**src/rtl/alarm_sequencer.sv**
```systemverilog
// alarm_sequencer: receives the comparator's sound_alarm level, rings a
// square-wave buzzer on its rising edge, and handles snooze, stop and an
// automatic ring timeout counted in sec_tick strobes.
// Optional build macro: ALARM_BEEP_EN gates the tone with a 1 s on / 1 s off
// beep cadence while ringing.
module alarm_sequencer #(
  parameter int TONE_DIV    = 4,
  parameter int RING_SECS   = 60,
  parameter int SNOOZE_SECS = 300,
  parameter int MAX_SNOOZE  = 3
) (
  input  logic       clk,
  input  logic       reset,
  input  logic       sound_alarm,
  input  logic       alarm_enable,
  input  logic       sec_tick,
  input  logic       snooze_btn,
  input  logic       stop_btn,
  output logic       buzzer,
  output logic       alarm_active,
  output logic       snoozing,
  output logic [3:0] snooze_left
);

  // Widths hold 0..PARAM-1; a parameter of 1 still needs one bit.
  localparam int TW = (TONE_DIV    > 1) ? $clog2(TONE_DIV)    : 1;
  localparam int RW = (RING_SECS   > 1) ? $clog2(RING_SECS)   : 1;
  localparam int SW = (SNOOZE_SECS > 1) ? $clog2(SNOOZE_SECS) : 1;

  localparam logic [TW-1:0] TONE_LAST = TW'(TONE_DIV - 1);
  localparam logic [RW-1:0] RING_LAST = RW'(RING_SECS - 1);
  localparam logic [SW-1:0] SNZ_LAST  = SW'(SNOOZE_SECS - 1);

  typedef enum logic [1:0] {IDLE, RINGING, SNOOZE} state_t;

  state_t        state;
  logic          sa_prev;
  logic          tone;
  logic [TW-1:0] tone_cnt;
  logic [RW-1:0] ring_cnt;
  logic [SW-1:0] snz_cnt;
  logic          trigger;
  logic          tone_nxt;
  logic          gate_nxt;

`ifdef ALARM_BEEP_EN
  logic          beep_phase;
`endif

  // Rising edge of the match level and the next tone / gate values while ringing.
  always_comb begin
    trigger  = sound_alarm & ~sa_prev;
    tone_nxt = tone ^ (tone_cnt == TONE_LAST);
`ifdef ALARM_BEEP_EN
    gate_nxt = beep_phase ^ sec_tick;
`else
    gate_nxt = 1'b1;
`endif
  end

  // Sequencer: state, counters and all registered outputs.
  always_ff @(posedge clk) begin
    if (reset) begin
      state        <= IDLE;
      sa_prev      <= 1'b1;
      tone         <= 1'b0;
      tone_cnt     <= '0;
      ring_cnt     <= '0;
      snz_cnt      <= '0;
      buzzer       <= 1'b0;
      alarm_active <= 1'b0;
      snoozing     <= 1'b0;
      snooze_left  <= 4'd0;
`ifdef ALARM_BEEP_EN
      beep_phase   <= 1'b0;
`endif
    end else begin
      sa_prev <= sound_alarm;
      if (stop_btn || !alarm_enable) begin
        // Stop and disarm override everything else; snooze_left is kept.
        state        <= IDLE;
        tone         <= 1'b0;
        tone_cnt     <= '0;
        ring_cnt     <= '0;
        snz_cnt      <= '0;
        buzzer       <= 1'b0;
        alarm_active <= 1'b0;
        snoozing     <= 1'b0;
      end else begin
        case (state)
          IDLE: begin
            if (trigger) begin
              state        <= RINGING;
              snooze_left  <= 4'(MAX_SNOOZE);
              ring_cnt     <= '0;
              tone_cnt     <= '0;
              tone         <= 1'b0;
              buzzer       <= 1'b0;
              alarm_active <= 1'b1;
`ifdef ALARM_BEEP_EN
              beep_phase   <= 1'b1;
`endif
            end
          end
          RINGING: begin
            if (snooze_btn && snooze_left != 4'd0) begin
              state        <= SNOOZE;
              snooze_left  <= snooze_left - 4'd1;
              snz_cnt      <= '0;
              ring_cnt     <= '0;
              tone_cnt     <= '0;
              tone         <= 1'b0;
              buzzer       <= 1'b0;
              alarm_active <= 1'b0;
              snoozing     <= 1'b1;
            end else if (sec_tick && ring_cnt == RING_LAST) begin
              state        <= IDLE;
              ring_cnt     <= '0;
              tone_cnt     <= '0;
              tone         <= 1'b0;
              buzzer       <= 1'b0;
              alarm_active <= 1'b0;
            end else begin
              // Keep ringing: advance the tone divider and the second count.
              tone     <= tone_nxt;
              tone_cnt <= (tone_cnt == TONE_LAST) ? '0 : tone_cnt + 1'b1;
              buzzer   <= tone_nxt & gate_nxt;
              if (sec_tick) ring_cnt <= ring_cnt + 1'b1;
`ifdef ALARM_BEEP_EN
              beep_phase <= gate_nxt;
`endif
            end
          end
          SNOOZE: begin
            if (sec_tick) begin
              if (snz_cnt == SNZ_LAST) begin
                state        <= RINGING;
                snz_cnt      <= '0;
                ring_cnt     <= '0;
                tone_cnt     <= '0;
                tone         <= 1'b0;
                buzzer       <= 1'b0;
                alarm_active <= 1'b1;
                snoozing     <= 1'b0;
`ifdef ALARM_BEEP_EN
                beep_phase   <= 1'b1;
`endif
              end else begin
                snz_cnt <= snz_cnt + 1'b1;
              end
            end
          end
          default: begin
            state        <= IDLE;
            buzzer       <= 1'b0;
            alarm_active <= 1'b0;
            snoozing     <= 1'b0;
          end
        endcase
      end
    end
  end

endmodule
```
**config.mk**
```make
export PLATFORM = sky130hd
export DESIGN_NAME = alarm_sequencer
export DESIGN_NICKNAME = d
export VERILOG_FILES = /design/src/rtl/alarm_sequencer.sv
export SDC_FILE = /design/constraint.sdc
export NUM_CORES = 1
export LEC_CHECK = 0
export ABC_AREA = 1
export BUFFER_PORTS_ARGS = -buffer_cell sky130_fd_sc_hd__buf_2
export CAP_MARGIN = 15
export CORE_MARGIN = 2
export CORE_UTILIZATION = 56
export DETAILED_ROUTE_END_ITERATION = 7
export PLACE_DENSITY = 0.76
export REMOVE_ABC_BUFFERS = 1
export SYNTH_ARGS = -nofsm -noshare
export SYNTH_HDL_FRONTEND = slang
export SYNTH_SLANG_ARGS = --single-unit
```
**constraint.sdc**
```tcl
create_clock -name clk -period 3.7 [get_ports clk]
set_input_delay 0.37 -clock clk [delete_from_list [all_inputs] [get_ports clk]]
set_output_delay 0.37 -clock clk [all_outputs]
set_load 0.01 [all_outputs]
```
==> run summary <==
The number of antenna diodes in the final layout is 0. The clock buffer count from CTS was 3; the share of the core filled with cells in the final layout was 65.1%. Top fanout value on the critical path: 12. The number of DRC markers in iteration 0 was 46.

For the total global-route track usage, the log shows 21.4%. The classification of the worst setup path was register to register. The area added between synthesis and finish works out to 8.96%. Top cell type's share of synthesized area: 37.2%. Summing all multi-input logic gate instances after layout gives 807 um2. 14 I/O pins were placed.

The number of gates resized after CTS came out at 0. The die is 55.9 um wide. The tools report the count of endpoints failing hold in the final timing report as 0. At the later pin of the worst-skew pair, clock insertion delay measures 0.33 ns. For the final routed database, the setup TNS stands at 0 ns. The congestion estimate from routability-driven global placement came to 0.859.

The flow ran to the end, and the final reports show no timing, DRC or antenna violations. The tool flagged a number of max-cap violations equal to 0. The area of all placed cells without fillers was 1640 um2.

The min-delay analysis places its worst path in the category input port to register. The core region is 2520 um2. For the final database, setup skew stands at 0.00325 ns. The logs give 0 for the final number of max-transition violations and 2.46 mm for the HPWL after detailed placement.

After technology mapping, the gate count stands at 222. STA puts the critical path data arrival time at 2.07 ns. Clock-pin slew was measured on the worst setup and hold paths at 0.15 ns. Dividing the final minimum period by the clock period gives 48.5%. The tools report the minimum setup slack after placement as 1.92 ns.

The number of cell rows came out at 18. The total of flip-flops plus latches after synthesis came out at 28. The worst setup path is launched from a register. Setup violations remaining at the end of the flow were counted as 0. Worst supply voltage drop on vdd: 294 uV. The leading area contributor after synthesis is sky130_fd_sc_hd__dfxtp_1. Counting along the longest clock path gives a buffer depth of 2. The share of synthesized area occupied by flip-flops and latches was 37.2%. For this run, the top clock speed supported by timing is 0.557 GHz. Summing every instance area after synthesis gives 1510 um2. Global-route wire length before repair: 5.50 mm. Count of nets after finishing: 248.

The worst setup slack after layout was 1.91 ns; the fraction of final layout cells with drive strength greater than 1 was 13.1%. Once placement finished, the instance area stood at 1590 um2. The tools report the effective utilization at floorplan as 59.8%.

The first detailed-routing pass ran for 4 iterations. The detail route stage leaves a number of antenna-violating nets equal to 0. The tools report the number of remaining DRC errors as 0.

Yosys attributes the largest share of cell area to sky130_fd_sc_hd__dfxtp_1 (37%), sky130_fd_sc_hd__nand2_1 (12%), sky130_fd_sc_hd__inv_1 (7.2%). The count of filler cells inserted in the layout was 244. The number of global-route vias before repair is 1384. Summing over every cut layer, the via total after detailed routing is 1462.

The detail-routed via count per cell is 5.50. Dividing total power by cell area gives a power density of 328 nW/um2. A synthesized cell averages 6.79 um2. The run gives 561 um2 as the area used by sequential logic in the layout.

The routed design could run at a clock period as short as 1.79 ns. The logs give 25 for the number of distinct library cell variants in the gate-level netlist after synthesis and 28 for the number of sinks driven by the clock tree. STA puts the critical path data required time at 3.97 ns. At the pin with the least slew margin, the transition time is 0.487 ns. STA classifies the critical path endpoint as a register.

TritonCTS built the clock tree. Final hold analysis gives a worst-case slack of 0.186 ns. The logs give 0 for the number of buffers inserted to repair setup after CTS and 3120 um2 for the total die area. The cell leakage power is 0.732 nW. Entering global routing, the biggest net connects 17 pins.

The run gives 1 as the depth of the CTS H-tree. Buffer cell driving the clock tree root: sky130_fd_sc_hd__clkbuf_4. Worst slew margin relative to its limit: 67.5%. The routed design has 3.15 mm of wire.

In this run the tool buffered the top-level ports with 13 buffer cells. Setup repair after global routing left no endpoint under its margin. The total overflow left after global routing is 0. For this design, the CTS-stage hold fixing added 0 buffers.

During synthesis, Yosys emitted a total of 0 warnings. The initial antenna violation count is 0, and the average wire per standard cell is 11.8 um. The height of the die is 55.9 um.
## critical path, stage by stage (launching register included)
cell and delay, ns:
sky130_fd_sc_hd__dfxtp_1 0.39, sky130_fd_sc_hd__inv_1 0.07, sky130_fd_sc_hd__ha_1 0.20, sky130_fd_sc_hd__nand3_1 0.08, sky130_fd_sc_hd__nand2_1 0.12, sky130_fd_sc_hd__inv_1 0.13, sky130_fd_sc_hd__nand2_2 0.08, sky130_fd_sc_hd__nand2_2 0.20
sky130_fd_sc_hd__inv_2 0.11, sky130_fd_sc_hd__or2_0 0.21, sky130_fd_sc_hd__a21oi_1 0.13
## power breakdown
group          switching [mW]  internal [mW]  total, mW  leakage (nW)
clock                  0.0911          0.110      0.201        0.0279
combinational          0.0208         0.0111     0.0320         0.478
sequential            0.00198          0.304      0.306         0.226
total                   0.114          0.425      0.539         0.732
## flip-flops by register name (all words and copies together) (netlist names)
register      count
tone              1
alarm_active      1
snz_cnt           9
snoozing          1
buzzer            1
sa_prev           1
state             2
ring_cnt          6
tone_cnt          2
snooze_left       4
## final timing paths
check | end | from | depth (start not counted) | slack [ns]
setup / recovery | snz_cnt[0] | snooze_left[0] | 10 | 1.91
setup reg to reg | snz_cnt[0] | snooze_left[0] | 10 | 1.91
hold reg to reg | alarm_active | alarm_active | 2 | 0.47
hold / removal | snooze_left[0] | reset | 2 | 0.19
## layout make-up
cell class	instances	share of cell area, %
clock buffer	3	1.37
clock inverter	1	1.83
inverter	32	7.31
multi-input combinational	159	49.1
sequential	28	34.1
tap	30	2.28
timing repair buffer	13	3.96
## synth_stat cells (all sizes together)
library cell and number:
a21oi 20, a22oi 1, buf 2, clkbuf 1, dfxtp 28, ha 4, inv 32, nand2 55
nand3 17, nand4 8, nor2 30, nor3 7, nor3b 2, o21ai 8, o21bai 2, or2 1
xor2 4
## per-stage QoR
stage | std cells | power (mW)
2_1_floorplan | 219 | 0.334
5_1_grt | 266 | 0.563
3_3_place_gp | 262 | 0.344
4_1_cts | 266 | 0.545
3_5_place_dp | 262 | 0.345
6_report | 266 | 0.539
## cell families (layout without fill, tap and decap cells)
family	Yosys count	in the layout	synth area share [%]
buffers and inverters	35	49	9.29
AOI/OAI and AO/OA	31	31	10.8
adders and majority gates	4	4	3.32
DFF	28	28	37.2
and+or+nand+nor	120	120	37.1
xor gates and xnor gates	4	4	2.32
## metal layers
layer	share of wire, %	track usage, %	routed length [um]	up-vias
li1	-	-	-	747
met2	54	38.6	1700	21
met5	0	0	0	-
met4	0.48	6.80	15	0
met1	42	25.1	1340	692
met3	3.2	4.65	102	2
## cell usage in the layout (no fill, tap or decap)
master | netlist | layout
sky130_fd_sc_hd__a21oi_1 | 20 | 20
sky130_fd_sc_hd__o21bai_1 | 2 | 2
sky130_fd_sc_hd__nor3b_1 | 2 | 2
sky130_fd_sc_hd__buf_2 | 1 | 13
sky130_fd_sc_hd__nand3_2 | 1 | 1
sky130_fd_sc_hd__nand4_1 | 7 | 7
sky130_fd_sc_hd__ha_1 | 4 | 4
sky130_fd_sc_hd__inv_1 | 29 | 29
sky130_fd_sc_hd__clkbuf_4 | 0 | 3
sky130_fd_sc_hd__nand3_1 | 16 | 16
sky130_fd_sc_hd__dfxtp_1 | 28 | 28
sky130_fd_sc_hd__inv_2 | 3 | 3
sky130_fd_sc_hd__o21ai_0 | 7 | 7
sky130_fd_sc_hd__nand2_2 | 5 | 5
sky130_fd_sc_hd__xor2_1 | 4 | 4
sky130_fd_sc_hd__nor2_4 | 3 | 3
sky130_fd_sc_hd__or2_0 | 1 | 1
sky130_fd_sc_hd__nor3_1 | 7 | 7
sky130_fd_sc_hd__nand2_1 | 50 | 50
sky130_fd_sc_hd__nand4_2 | 1 | 1
sky130_fd_sc_hd__bufinv_16 | 0 | 1
sky130_fd_sc_hd__a22oi_1 | 1 | 1
sky130_fd_sc_hd__nor2_1 | 26 | 26
sky130_fd_sc_hd__o21ai_1 | 1 | 1
sky130_fd_sc_hd__nor2_2 | 1 | 1
Note: power is estimated with default switching activity, not from simulation.
